$ cat src/rtl/hsb_avst_axis_shim.sv
// Avalon-ST sink to AXI4-Stream master with SOP/EOP repair, empty->tkeep, optional byte swap.
// Accept-to-tvalid latency 1 cycle; 2-entry skid buffer, av_snk_ready registered (free slot available).
module hsb_avst_axis_shim #(
  parameter int C_BYTE_SWAP          = 1,
  parameter int C_AV_EMPTY_WIDTH     = 3,
  parameter int C_AXIS_TUSER_WIDTH   = 1,
  parameter int C_M_AXIS_TDATA_WIDTH = 64,
  parameter int C_CNT_WIDTH          = 16
) (
  input  logic                                clk,
  input  logic                                reset,
  input  logic                                av_snk_startofpacket,
  input  logic                                av_snk_endofpacket,
  input  logic [C_M_AXIS_TDATA_WIDTH-1:0]     av_snk_data,
  input  logic [C_AV_EMPTY_WIDTH-1:0]         av_snk_empty,
  input  logic                                av_snk_valid,
  output logic                                av_snk_ready,
  output logic [C_M_AXIS_TDATA_WIDTH-1:0]     m_axis_tdata,
  output logic [C_M_AXIS_TDATA_WIDTH/8-1:0]   m_axis_tkeep,
  output logic                                m_axis_tlast,
  output logic [C_AXIS_TUSER_WIDTH-1:0]       m_axis_tuser,
  output logic                                m_axis_tvalid,
  input  logic                                m_axis_tready,
  output logic [C_CNT_WIDTH-1:0]              pkt_count,
  output logic [C_CNT_WIDTH-1:0]              err_orphan_count,
  output logic [C_CNT_WIDTH-1:0]              err_no_eop_count
);

  localparam int DW    = C_M_AXIS_TDATA_WIDTH;
  localparam int BYTES = DW / 8;

  typedef struct packed {
    logic [DW-1:0]    data;
    logic [BYTES-1:0] keep;
    logic             last;
    logic             sop;
  } beat_t;

  typedef enum logic {IDLE, IN_PKT} state_t;

  state_t     state;
  beat_t      slot [2];
  beat_t      in_beat;
  logic       wr_ptr;
  logic       rd_ptr;
  logic [1:0] count;
  logic [1:0] count_next;
  logic       acc;
  logic       push;
  logic       pop;
  logic       orphan;
  logic       no_eop;
  int         e_clamp;

  // Swap and keep generation on the incoming beat; empty only matters on EOP.
  always_comb begin
    e_clamp = BYTES - 1;
    if (int'(av_snk_empty) < BYTES - 1) e_clamp = int'(av_snk_empty);
    in_beat      = '0;
    in_beat.last = av_snk_endofpacket;
    in_beat.sop  = av_snk_startofpacket;
    for (int i = 0; i < BYTES; i++) begin
      if (C_BYTE_SWAP != 0) in_beat.data[8*i +: 8] = av_snk_data[8*(BYTES-1-i) +: 8];
      else                  in_beat.data[8*i +: 8] = av_snk_data[8*i +: 8];
      in_beat.keep[i] = !av_snk_endofpacket || (i < BYTES - e_clamp);
    end
  end

  assign acc        = av_snk_valid && av_snk_ready;
  assign orphan     = acc && !av_snk_startofpacket && (state == IDLE);
  assign no_eop     = acc && av_snk_startofpacket && (state == IN_PKT);
  assign push       = acc && (av_snk_startofpacket || (state == IN_PKT));
  assign pop        = (count != 2'd0) && m_axis_tready;
  assign count_next = count + 2'(push) - 2'(pop);

  always_ff @(posedge clk) begin
    if (reset) begin
      state            <= IDLE;
      count            <= 2'd0;
      wr_ptr           <= 1'b0;
      rd_ptr           <= 1'b0;
      av_snk_ready     <= 1'b0;
      pkt_count        <= '0;
      err_orphan_count <= '0;
      err_no_eop_count <= '0;
    end else begin
      if (push) begin
        wr_ptr <= ~wr_ptr;
        state  <= av_snk_endofpacket ? IDLE : IN_PKT;
      end
      if (pop) rd_ptr <= ~rd_ptr;
      count        <= count_next;
      av_snk_ready <= (count_next != 2'd2);
      if (orphan && (err_orphan_count != '1)) err_orphan_count <= err_orphan_count + 1'b1;
      if (no_eop && (err_no_eop_count != '1)) err_no_eop_count <= err_no_eop_count + 1'b1;
      if (pop && slot[rd_ptr].last && (pkt_count != '1)) pkt_count <= pkt_count + 1'b1;
    end
  end

  // Payload storage needs no reset: tvalid masks stale entries.
  always_ff @(posedge clk) begin
    if (push) slot[wr_ptr] <= in_beat;
  end

  assign m_axis_tvalid = (count != 2'd0);
  assign m_axis_tdata  = slot[rd_ptr].data;
  assign m_axis_tkeep  = slot[rd_ptr].keep;
  assign m_axis_tlast  = slot[rd_ptr].last;

  always_comb begin
    m_axis_tuser    = '0;
    m_axis_tuser[0] = slot[rd_ptr].sop;
  end

endmodule

$ cat config.mk
export PLATFORM = sky130hd
export DESIGN_NAME = hsb_avst_axis_shim
export DESIGN_NICKNAME = d
export VERILOG_FILES = /design/src/rtl/hsb_avst_axis_shim.sv
export SDC_FILE = /design/constraint.sdc
export NUM_CORES = 1
export LEC_CHECK = 0
export ABC_CLOCK_PERIOD_IN_PS = 4800
export CORE_MARGIN = 2
export CORE_UTILIZATION = 55
export CTS_CLUSTER_DIAMETER = 200
export CTS_CLUSTER_SIZE = 12
export DETAILED_ROUTE_END_ITERATION = 12
export DONT_BUFFER_PORTS = 1
export PLACE_DENSITY = 0.7
export SLEW_MARGIN = 20
export SYNTH_ARGS = -nofsm -noshare
export SYNTH_HDL_FRONTEND = slang
export SYNTH_SLANG_ARGS = --single-unit
$ cat constraint.sdc
create_clock -name clk -period 4.8 [get_ports clk]
set_input_delay 0.48 -clock clk [delete_from_list [all_inputs] [get_ports clk]]
set_output_delay 0.48 -clock clk [all_outputs]
set_load 0.02 [all_outputs]
Yosys cells after proc, flatten, opt, wreduce, memory -nomap -nowiden
Memory sizes are Yosys's and may differ from the RTL's. A register that Yosys moved wholly into a read port is not among the register bits.
Cells that the tools add are included.
{"block": "totals", "elab_cells": 60, "mem_bits_rw": 148, "n_memories": 1, "inputBits": 73, "reg_bits": 54, "out_inout_bits": 124}
{"block": "classes", "order_cmp": 9, "reduce_logical": 23, "bitwise_logic": 3, "n_mux": 6, "n_eq_ne": 4, "addsub": 6}
{"name": "slot", "words": 2, "width": 74, "read_ports": 1, "rd_clocked_by_memory_dff": 1, "write_ports": 1, "line_no": "42", "text": "beat_t slot [2];"}
{"cell": "< comparator 4 x 32 -> 1 bit (first input constant)", "n": 4}
{"cell": "< comparator 3 x 32 -> 1 bit (first input constant)", "n": 2}
{"cell": "adder 16 x 1 -> 16 bit (second input constant)", "n": 3}
{"cell": "!= test 16 bit (second input constant)", "n": 3}
{"cell": "< comparator 1 x 32 -> 1 bit (first input constant)", "n": 1}
{"cell": "< comparator 2 x 32 -> 1 bit (first input constant)", "n": 1}
{"cell": "subtractor 5 x 32 -> 32 bit (first input constant)", "n": 1}
{"cell": "logical AND 1 bit", "n": 11}
{"cell": "logical OR 1 bit", "n": 9}
{"cell": "2-to-1 mux 1 bit", "n": 5}
{"cell": "< comparator 3 bit (second input constant)", "n": 1}
{"cell": "2-to-1 mux 3 bit", "n": 1}
{"cell": "inverter 1 bit", "n": 3}
{"cell": "adder 2 x 1 -> 2 bit", "n": 1}
{"cell": "zero test 1 bit", "n": 2}
{"cell": "!= test 2 bit (second input constant)", "n": 1}
{"cell": "nonzero test 2 bit", "n": 1}
{"cell": "subtractor 2 x 1 -> 2 bit", "n": 1}

Longest topological paths before layout
Gate-level depths: netlist (run 1).
{"block": "depth", "ltp_word": 5, "mapped_depth": 9, "depth_no_buf": 9}

Worst setup path after synthesis (run 1)
Ideal clock, no wire load.
{"block": "synth_path", "path_type": "flip-flop to flip-flop", "startpoint": "register av_snk_ready", "endpoint": "memory slot[0][0] (netlist bit), enable pin", "t_arrival_ps": 3857, "path_stages_with_launch": 3, "required_time_ps": 4293, "slack_ps": 436, "synth_period_minus_slack_ps": 4364, "n_path_buf": 0, "setup_ps": 507, "cell_sequence": "dfxtp_1 o211ai_1 nor2_1"}
{"block": "synth_via", "elab_chain_len": 4}
{"item": "start: declaration", "line_no": "17", "text": "output logic av_snk_ready,"}
{"item": "start signal: assignment", "line_no": "93", "text": "av_snk_ready <= (count_next != 2'd2);"}
{"item": "logical AND 1 bit", "line_no": "69", "text": "assign acc = av_snk_valid && av_snk_ready;"}
{"item": "logical AND 1 bit", "line_no": "72", "text": "assign push = acc && (av_snk_startofpacket || (state == IN_PKT));"}
{"item": "2-to-1 mux 1 bit", "line_no": "102", "text": "if (push) slot[wr_ptr] <= in_beat;"}
{"item": "2-to-1 mux 1 bit (implied by the code)", "line_no": "102"}
{"item": "end: declaration", "line_no": "42"}
Every way passes these cells.

==> results of run 1 <==
metal layers:
layer / up-vias / GRT usage [%] / wire [um]
met3: 27 / 7.31 / 1450
met1: 2328 / 23.4 / 6270
met2: 165 / 33.8 / 7940
met4: 0 / 4.33 / 306
met5: - / 0 / 0
li1: 2224 / - / -
report_power, final:
| group | internal, uW | leakage [uW] | switching [uW] |
|---|---|---|---|
| Sequential | 1990 | 0.00178 | 114 |
| Combinational | 226 | 0.000820 | 360 |
| Clock | 784 | 0.000270 | 613 |
| Total | 3000 | 0.00287 | 1090 |
sequential cells by signal, summed over array words and instances, names as in the netlist, named ones only:
signal	count
av_snk_ready	1
state	1
err_no_eop_count	16
err_orphan_count	16
wr_ptr	1
count	2
pkt_count	16
slot	148
rd_ptr	1
worst max-delay path, cell delays in order (launching register included):
cell and delay, ns:
dfxtp_4 0.95, mux2i_1 0.30, or4_1 0.72, or4_1 0.55
a21oi_1 0.14
through the flow:
step                util, %  std cells  hold slack (ns)  power (uW)  cell area [um2]
finish                 62.0        773           0.0680        4090             9050
global route           62.0        773           0.0463        4240             9050
CTS                    61.7        771           0.0493        4130             9000
detailed placement     57.8        736            0.500        2730             8440
global placement       57.8        736            0.496        2730             8430
floorplan                 -        572            0.481        2650             8220
cell families after synthesis:
family | Yosys count | synth area share (%)
flip-flops | 203 | 67.4
buffers and inverters | 34 | 1.58
XOR/XNOR | 6 | 0.639
AO/OA/AOI/OAI | 79 | 6.45
adder cells (fa/ha/maj) | 7 | 1.07
AND/OR/NAND/NOR | 152 | 10.4
multiplexers | 91 | 12.4
Yosys cell counts, types with 2 or more instances:
library cell and count:
o21ai_0 10, or2_2 2, or4_1 15, o211ai_1 2, nor2b_1 17, ha_1 7, a41o_1 2, nor3_1 4
or3_1 7, and4_1 2, a311oi_1 3, a31oi_1 3, nand3_1 18, xor2_1 2, and3_1 5, edfxtp_1 148
a21oi_1 24, inv_1 12, nand2_1 15, nand2b_1 6, a41oi_1 2, o21ba_2 2, mux2i_1 3, a211oi_1 10
buf_2 2, xnor2_1 4, nor2_1 36, o41ai_1 5, o31ai_1 9, nand4_1 10, dfxtp_1 55, mux2_2 88
buf_1 2, nor4_1 5, clkbuf_1 18
cell usage in the layout, fill, tap and decap left out, types with 14 or more instances in the layout:
master	n
edfxtp_1	148
mux2_2	88
dfxtp_1	54
nor2_1	34
a21oi_1	24
clkbuf_16	20
nand3_1	18
nor2b_1	17
nand2_1	15
or4_1	15
clkbuf_1	14
cell type report:
type / count / area (um2) / area share, %
Timing Repair Buffer: 4 / 80.1 / 0.885
Multi-Input combinational cell: 335 / 2580 / 28.5
Sequential cell: 203 / 5550 / 61.3
Tap cell: 184 / 230 / 2.54
Clock inverter: 1 / 16.3 / 0.180
Inverter: 12 / 45.0 / 0.498
Clock buffer: 34 / 553 / 6.11
path summary, 6_finish.rpt:
path	startpoint	end	slack, ns	cells past startpoint
hold reg to reg	rd_ptr	flip-flop	0.52	2
setup reg to reg	flip-flop	pkt_count[11]	2.06	4
hold / removal	reset	err_no_eop_count[11]	0.07	1
setup / recovery	flip-flop	pkt_count[11]	2.06	4
==> results.json, run 1 <==
{
  "yosys.area.top_type": "edfxtp_1",
  "syn_inst": 572,
  "area_growth_pct": 10.1,
  "initial_core_util_pct": 56.4,
  "rsz0062_at_grt": "false",
  "power_leakage_uw": 0.00287,
  "critPathLaunchType": "flip-flop",
  "async_reset_ff_share_pct": 0,
  "htree_levels": 1,
  "grt_overflow": 0,
  "root_buffer": "clkbuf_16",
  "diodes": 0,
  "min_period_ns": 2.74,
  "critPathKind": "flip-flop to flip-flop",
  "synth.top_cells.by_area": "edfxtp_1 54%, dfxtp_1 13%, mux2_2 12%",
  "cts_buffer_depth": 3,
  "synth_edf_count": 148,
  "hp-class": "input pin to flip-flop",
  "wire_per_inst_um": 20.6,
  "cts.sinks": 203,
  "grt_pass1_vias": 4810,
  "ir_drop_mv": 0.287,
  "fin_nets": 656,
  "hpwlAfterDp_um": 10400,
  "dieArea_mm2": 0.0159,
  "syn_nets": 652,
  "placementRows": 44,
  "clk_pin_slew_ns": 0.06,
  "syn_area_per_cell_um2": 14.4,
  "finalSetupViolations": 0,
  "power_per_cell_area_mw_per_mm2": 452,
  "post-route-period-util_pct": 57.1,
  "cp_data_arrival_time_ns": 3.15,
  "worstPathMaxFanout": 74,
  "max_freq_ghz": 0.365,
  "ant_nets": 0,
  "worst_pin_slew_ns": 0.982,
  "cp.required_ns": 5.21,
  "cts_tree": "done",
  "port-buffer-count": 0,
  "timing.final.max_slew_violations": 0,
  "wl_um": 16000,
  "hold_violations": 0,
  "synth_top_area_share_pct": 54.0,
  "synth_ff_type": "edfxtp_1",
  "relSlewSlack_pct": 34.5,
  "post-place-ws_ns": 1.90,
  "holdBufCountCts": 0,
  "die_h_um": 126,
  "routabilityCongestion": 0.791,
  "vias": 4744,
  "end_kind": "flip-flop",
  "setup-tns-final_ns": 0,
  "yosysSeqAreaShare_pct": 67.4,
  "clock_skew_ns": 0.0112,
  "viasPerCell": 6.14,
  "timing.final.ws_setup_ns": 2.06,
  "cts_buffers": 20,
  "grt_pass1_wl_um": 25200,
  "antenna_found_initial": 0,
  "grtUsageTotal_pct": 19.5,
  "nFillCells": 1086,
  "netlist-cell-type-count": 52,
  "clk_latency_ns": 0.49,
  "postCtsSetupBuffers": 0,
  "drt_first_pass_iters": 5,
  "synth-seq-cells": 203,
  "ioPinCount": 197,
  "core-area_mm2": 0.0146,
  "synth_warnings": 0,
  "cts_resized": 0,
  "outcome": "completed",
  "drive_gt1_share_pct": 21.4,
  "fp.dieW_um": 126,
  "dr.first_iter.drc_count": 232,
  "max_cap_violations": 0,
  "drc_errors": 0,
  "grt_max_degree": 76,
  "syn_area_mm2": 0.00822
}
No activity file was read; power rests on OpenSTA's default activity.
==> run 2, diff against run 1 <==
Settings changed: ABC_CLOCK_PERIOD_IN_PS 4800 to 2650.
Clock period 4.8 ns to 2.65 ns, I/O delays scaled along.
==> results.json, run 2 (synthesis gave the netlist of run 1 again) <==
{
  "timing.final.ws_setup_ns": 0.309,
  "final_cells": 849,
  "wl_um": 17400,
  "dieArea_mm2": 0.0159,
  "hold_violations": 0,
  "timing.final.max_slew_violations": 0,
  "cts.sinks": 203,
  "worst_pin_slew_ns": 0.943,
  "layout_commonest_cell": "edfxtp_1",
  "max_cap_violations": 0,
  "ir_drop_mv": 0.455,
  "port-buffer-count": 0,
  "finalSetupViolations": 0,
  "nFillCells": 978,
  "dp_cells": 743,
  "clock_skew_ns": 0.00811,
  "setup-tns-final_ns": 0,
  "placementRows": 44,
  "dr.first_iter.drc_count": 327,
  "core-area_mm2": 0.0146,
  "hpwlAfterDp_um": 10400,
  "drc_errors": 0,
  "fp.dieW_um": 126,
  "cts_tree": "done",
  "cts_buffer_depth": 3,
  "fin_hold_ws_ns": 0.0183,
  "diodes": 0,
  "largest_reg_flops": 148,
  "viasPerCell": 5.88,
  "postCtsSetupBuffers": 0,
  "rsz0062_at_grt": "false",
  "end_kind": "output pin",
  "vias": 4992,
  "power_uw": 7570,
  "final_cell_mix": "148 x edfxtp_1, 88 x mux2_2, 70 x dlygate4sd3_1, 54 x dfxtp_1, 34 x nor2_1",
  "fin_nets": 732,
  "post-route-period-util_pct": 88.3,
  "outcome": "completed",
  "cp_data_arrival_time_ns": 2.08,
  "hp-class": "input pin to flip-flop",
  "post-place-ws_ns": 0.460,
  "ioPinCount": 197,
  "power_per_cell_area_mw_per_mm2": 774,
  "clk_latency_ns": 0.48,
  "critPathKind": "flip-flop to output pin",
  "grt_overflow": 0,
  "grtUsageTotal_pct": 21.5,
  "worstPathMaxFanout": 73,
  "min_period_ns": 2.34,
  "grt_pass1_vias": 5216,
  "routabilityCongestion": 0.810,
  "antenna_found_initial": 0,
  "cp.required_ns": 2.38,
  "ant_nets": 0,
  "root_buffer": "clkbuf_16",
  "htree_levels": 1,
  "relSlewSlack_pct": 37.2,
  "drive_gt1_share_pct": 19.7,
  "area_growth_pct": 18.9,
  "drt_first_pass_iters": 5,
  "largest-register": "slot",
  "clk_pin_slew_ns": 0.06,
  "wire_per_inst_um": 20.5,
  "die_h_um": 126,
  "grt_pass1_wl_um": 27700,
  "critPathLaunchType": "flip-flop",
  "power_leakage_uw": 0.00319,
  "max_freq_ghz": 0.427,
  "grt_max_degree": 75,
  "cts_buffers": 20,
  "initial_core_util_pct": 56.4
}
-- run 2: cell count changes in the layout (fill, tap and decap cells not counted), sizes merged --
cell / before / now
dlygate4sd3: 0 / 70
buf: 4 / 10
clkbuf: 34 / 35
clkinv: 1 / 0
-- run 2: area by class of cell --
type	instances	area [um2]	area share, %
clock buffers	35	578	5.91
inverters	12	45.0	0.461
multi-input cells	335	2560	26.2
flip-flops and latches	203	5550	56.7
well taps	184	230	2.35
repair buffers	80	813	8.32
-- run 2: path summary, 6_finish.rpt --
path | to | slack, ns | start | depth (start not counted)
max | m_axis_tkeep[4] | 0.31 | flip-flop | 2
min reg2reg | rd_ptr | 0.52 | rd_ptr | 2
min | pkt_count[5] | 0.02 | reset | 2
max reg2reg | pkt_count[11] | 0.44 | pkt_count[3] | 4
-- run 2: routing by layer --
layer | part of all wire [%] | global-route usage (%) | up-vias
met4 | 2.2 | 6.40 | 0
met2 | 51 | 37.7 | 169
li1 | - | - | 2380
met5 | 0 | 0 | -
met1 | 40 | 25.6 | 2417
met3 | 7.6 | 6.63 | 26
-- run 2: worst max-delay path, stage by stage, from the launching register on --
cell     delay [ns]
dfxtp_4        0.34
buf_4          0.64
mux2_2         0.50
-- run 2: timing repair --
item,CTS,global route
hold buffers,71,0
hold endpoints to repair,175,0
resized for setup,0,0
-- run 2: through the flow --
stage	utilization, %	area (um2)
after floorplan	-	8230
after global placement	58.1	8480
after detailed placement	58.1	8480
after CTS	67.0	9780
after global routing	67.0	9780
final	67.0	9780
-- run 2: power breakdown --
group	switching, uW	leakage [uW]	internal, uW
Clock	1090	0.000275	1470
Sequential	82.7	0.00178	3610
Combinational	833	0.00113	481
==> run 3, diff against run 2 <==
Settings changed: ABC_AREA set to 1.
==> results.json, run 3 <==
{
  "final_cells": 1046,
  "power_per_cell_area_mw_per_mm2": 764,
  "dieArea_mm2": 0.0167,
  "worstPathMaxFanout": 30,
  "cts.sinks": 203,
  "layout_commonest_cell": "nand2_1",
  "vias": 5612,
  "yosysSeqAreaShare_pct": 64.3,
  "cts_buffer_depth": 3,
  "dp_cells": 941,
  "root_buffer": "clkbuf_16",
  "drt_first_pass_iters": 6,
  "syn_nets": 822,
  "synth_top_area_share_pct": 51.5,
  "max_freq_ghz": 0.453,
  "grt_max_degree": 76,
  "viasPerCell": 5.37,
  "cts_tree": "done",
  "port-buffer-count": 0,
  "ff2ff_path_depth": 10,
  "grt_overflow": 0,
  "hold_path_depth": 1,
  "cts_resized": 0,
  "wire_per_inst_um": 17.2,
  "post-route-period-util_pct": 83.4,
  "finalSetupViolations": 0,
  "timing.final.max_slew_violations": 0,
  "synth_ff_type": "edfxtp_1",
  "final_cell_mix": "161 x nand2_1, 148 x edfxtp_1, 73 x mux2_2, 69 x nor2_1, 69 x dlygate4sd3_1",
  "largest-register": "slot",
  "grt_pass1_wl_um": 27800,
  "drc_errors": 0,
  "yosys.area.top_type": "edfxtp_1",
  "netlist-cell-type-count": 33,
  "die_h_um": 129,
  "area_growth_pct": 17.9,
  "syn_inst": 742,
  "synth.top_cells.by_area": "edfxtp_1 51%, dfxtp_1 13%, mux2_2 9.5%",
  "outcome": "completed",
  "largest_reg_flops": 148,
  "hp-class": "input pin to flip-flop",
  "power_leakage_uw": 0.00340,
  "htree_levels": 1,
  "diodes": 0,
  "power_uw": 7770,
  "cts_buffers": 20,
  "hpwlAfterDp_um": 11300,
  "initial_core_util_pct": 56.6,
  "min_period_ns": 2.21,
  "layout.area.seq_mm2": 0.00555,
  "ant_nets": 0,
  "clk_pin_slew_ns": 0.06,
  "syn_area_mm2": 0.00863,
  "drive_gt1_share_pct": 17.0,
  "async_reset_ff_share_pct": 0,
  "hold_violations": 0,
  "syn_area_per_cell_um2": 11.6,
  "rsz0062_at_grt": "false",
  "relSlewSlack_pct": 68.5,
  "grtUsageTotal_pct": 21.0,
  "synth-seq-cells": 203,
  "clock_skew_ns": 0.0118,
  "cp.required_ns": 2.38,
  "end_kind": "output pin",
  "synth_edf_count": 148,
  "synth_common_cells": "161 x nand2_1, 148 x edfxtp_1, 73 x mux2_2",
  "clk_latency_ns": 0.48,
  "multi_input_area_mm2": 0.00278,
  "critPathKind": "flip-flop to output pin",
  "wl_um": 18000,
  "synth.most_common_cell": "nand2_1",
  "critPathLaunchType": "flip-flop",
  "core-area_mm2": 0.0153,
  "dr.first_iter.drc_count": 434,
  "max_cap_violations": 0,
  "grt_pass1_vias": 5560,
  "fin_nets": 902,
  "synth_warnings": 0,
  "cp_data_arrival_time_ns": 1.94,
  "placementRows": 45,
  "ioPinCount": 197,
  "fp.dieW_um": 129,
  "nFillCells": 1085,
  "ir_drop_mv": 0.425,
  "worst_pin_slew_ns": 0.468,
  "routabilityCongestion": 0.840,
  "antenna_found_initial": 0
}
==> run 3: changes by cell type after synthesis, moves of 9 or more <==
cell      previous run  this run
nand2_1             15       161
inv_1               12        51
nor2_1              36        71
nor2b_1             17         0
mux2_2              88        73
or4_1               15         0
a21oi_2              0        11
clkbuf_1            18         7
nand2_2              0        11
o21ai_0             10        21
a211oi_1            10         0
o31ai_1              9         0
xnor2_1              4        13
==> run 3: what timing repair did <==
| item | CTS | global route |
|---|---|---|
| hold endpoints to repair | 181 | 0 |
| hold buffers | 70 | 0 |
| buffers inserted | 0 | 0 |
==> run 3: report_power, final <==
part           leakage (uW)  switching, uW  internal [uW]
registers           0.00178            158           3630
logic               0.00135            932            501
clock network      0.000275           1080           1470
==> run 3: worst max-delay path: stages (launching register included) <==
cell	delay (ns)
dfxtp_4	0.55
buf_4	0.43
mux2_2	0.46
==> run 3: logic make-up (layout without fill, tap and decap cells) <==
kind of cell	Yosys count	count (layout)	synth area share, %
adders and majority gates	7	7	1.01
DFF	203	203	64.3
AOI/OAI and AO/OA	66	66	4.61
buffers and inverters	75	168	3.75
xor gates and xnor gates	21	21	2.13
and+or+nand+nor	297	297	14.7
muxes	73	73	9.52
==> run 3: metal layers <==
layer / track usage (%) / vias up / share of wire [%]
li1: - / 2698 / -
met3: 6.40 / 30 / 7.9
met4: 6.84 / 0 / 2.1
met2: 37.1 / 197 / 51
met5: 0 / - / 0
met1: 24.7 / 2687 / 39
==> run 3: final cells by class <==
class	instances	share of cell area, %
Sequential cell	203	54.5
Multi-Input combinational cell	464	27.3
Timing Repair Buffer	79	7.89
Clock buffer	35	5.68
Tap cell	211	2.59
Inverter	54	2.00
==> run 3: metrics by stage <==
step	setup WS, ns	TNS [ns]	hold WS, ns	utilization [%]	instance area [um2]
after floorplan	-0.514	-75.01	0.364	-	8640
after global placement	0.649	0	0.333	58.2	8890
after detailed placement	0.636	0	0.336	58.2	8890
after CTS	0.432	0	0.0158	66.7	10200
after global routing	0.345	0	0.0360	66.7	10200
final	0.441	0	0.0392	66.7	10200
==> run 3: path summary, 6_finish.rpt <==
path / startpoint / end / slack [ns]
worst max-delay path: flip-flop / m_axis_tdata[14] / 0.44
worst min-delay path: av_snk_empty[2] / slot[0][8] / 0.04
worst max register to register: av_snk_ready / av_snk_ready / 0.62
worst min register to register: rd_ptr / flip-flop / 0.46
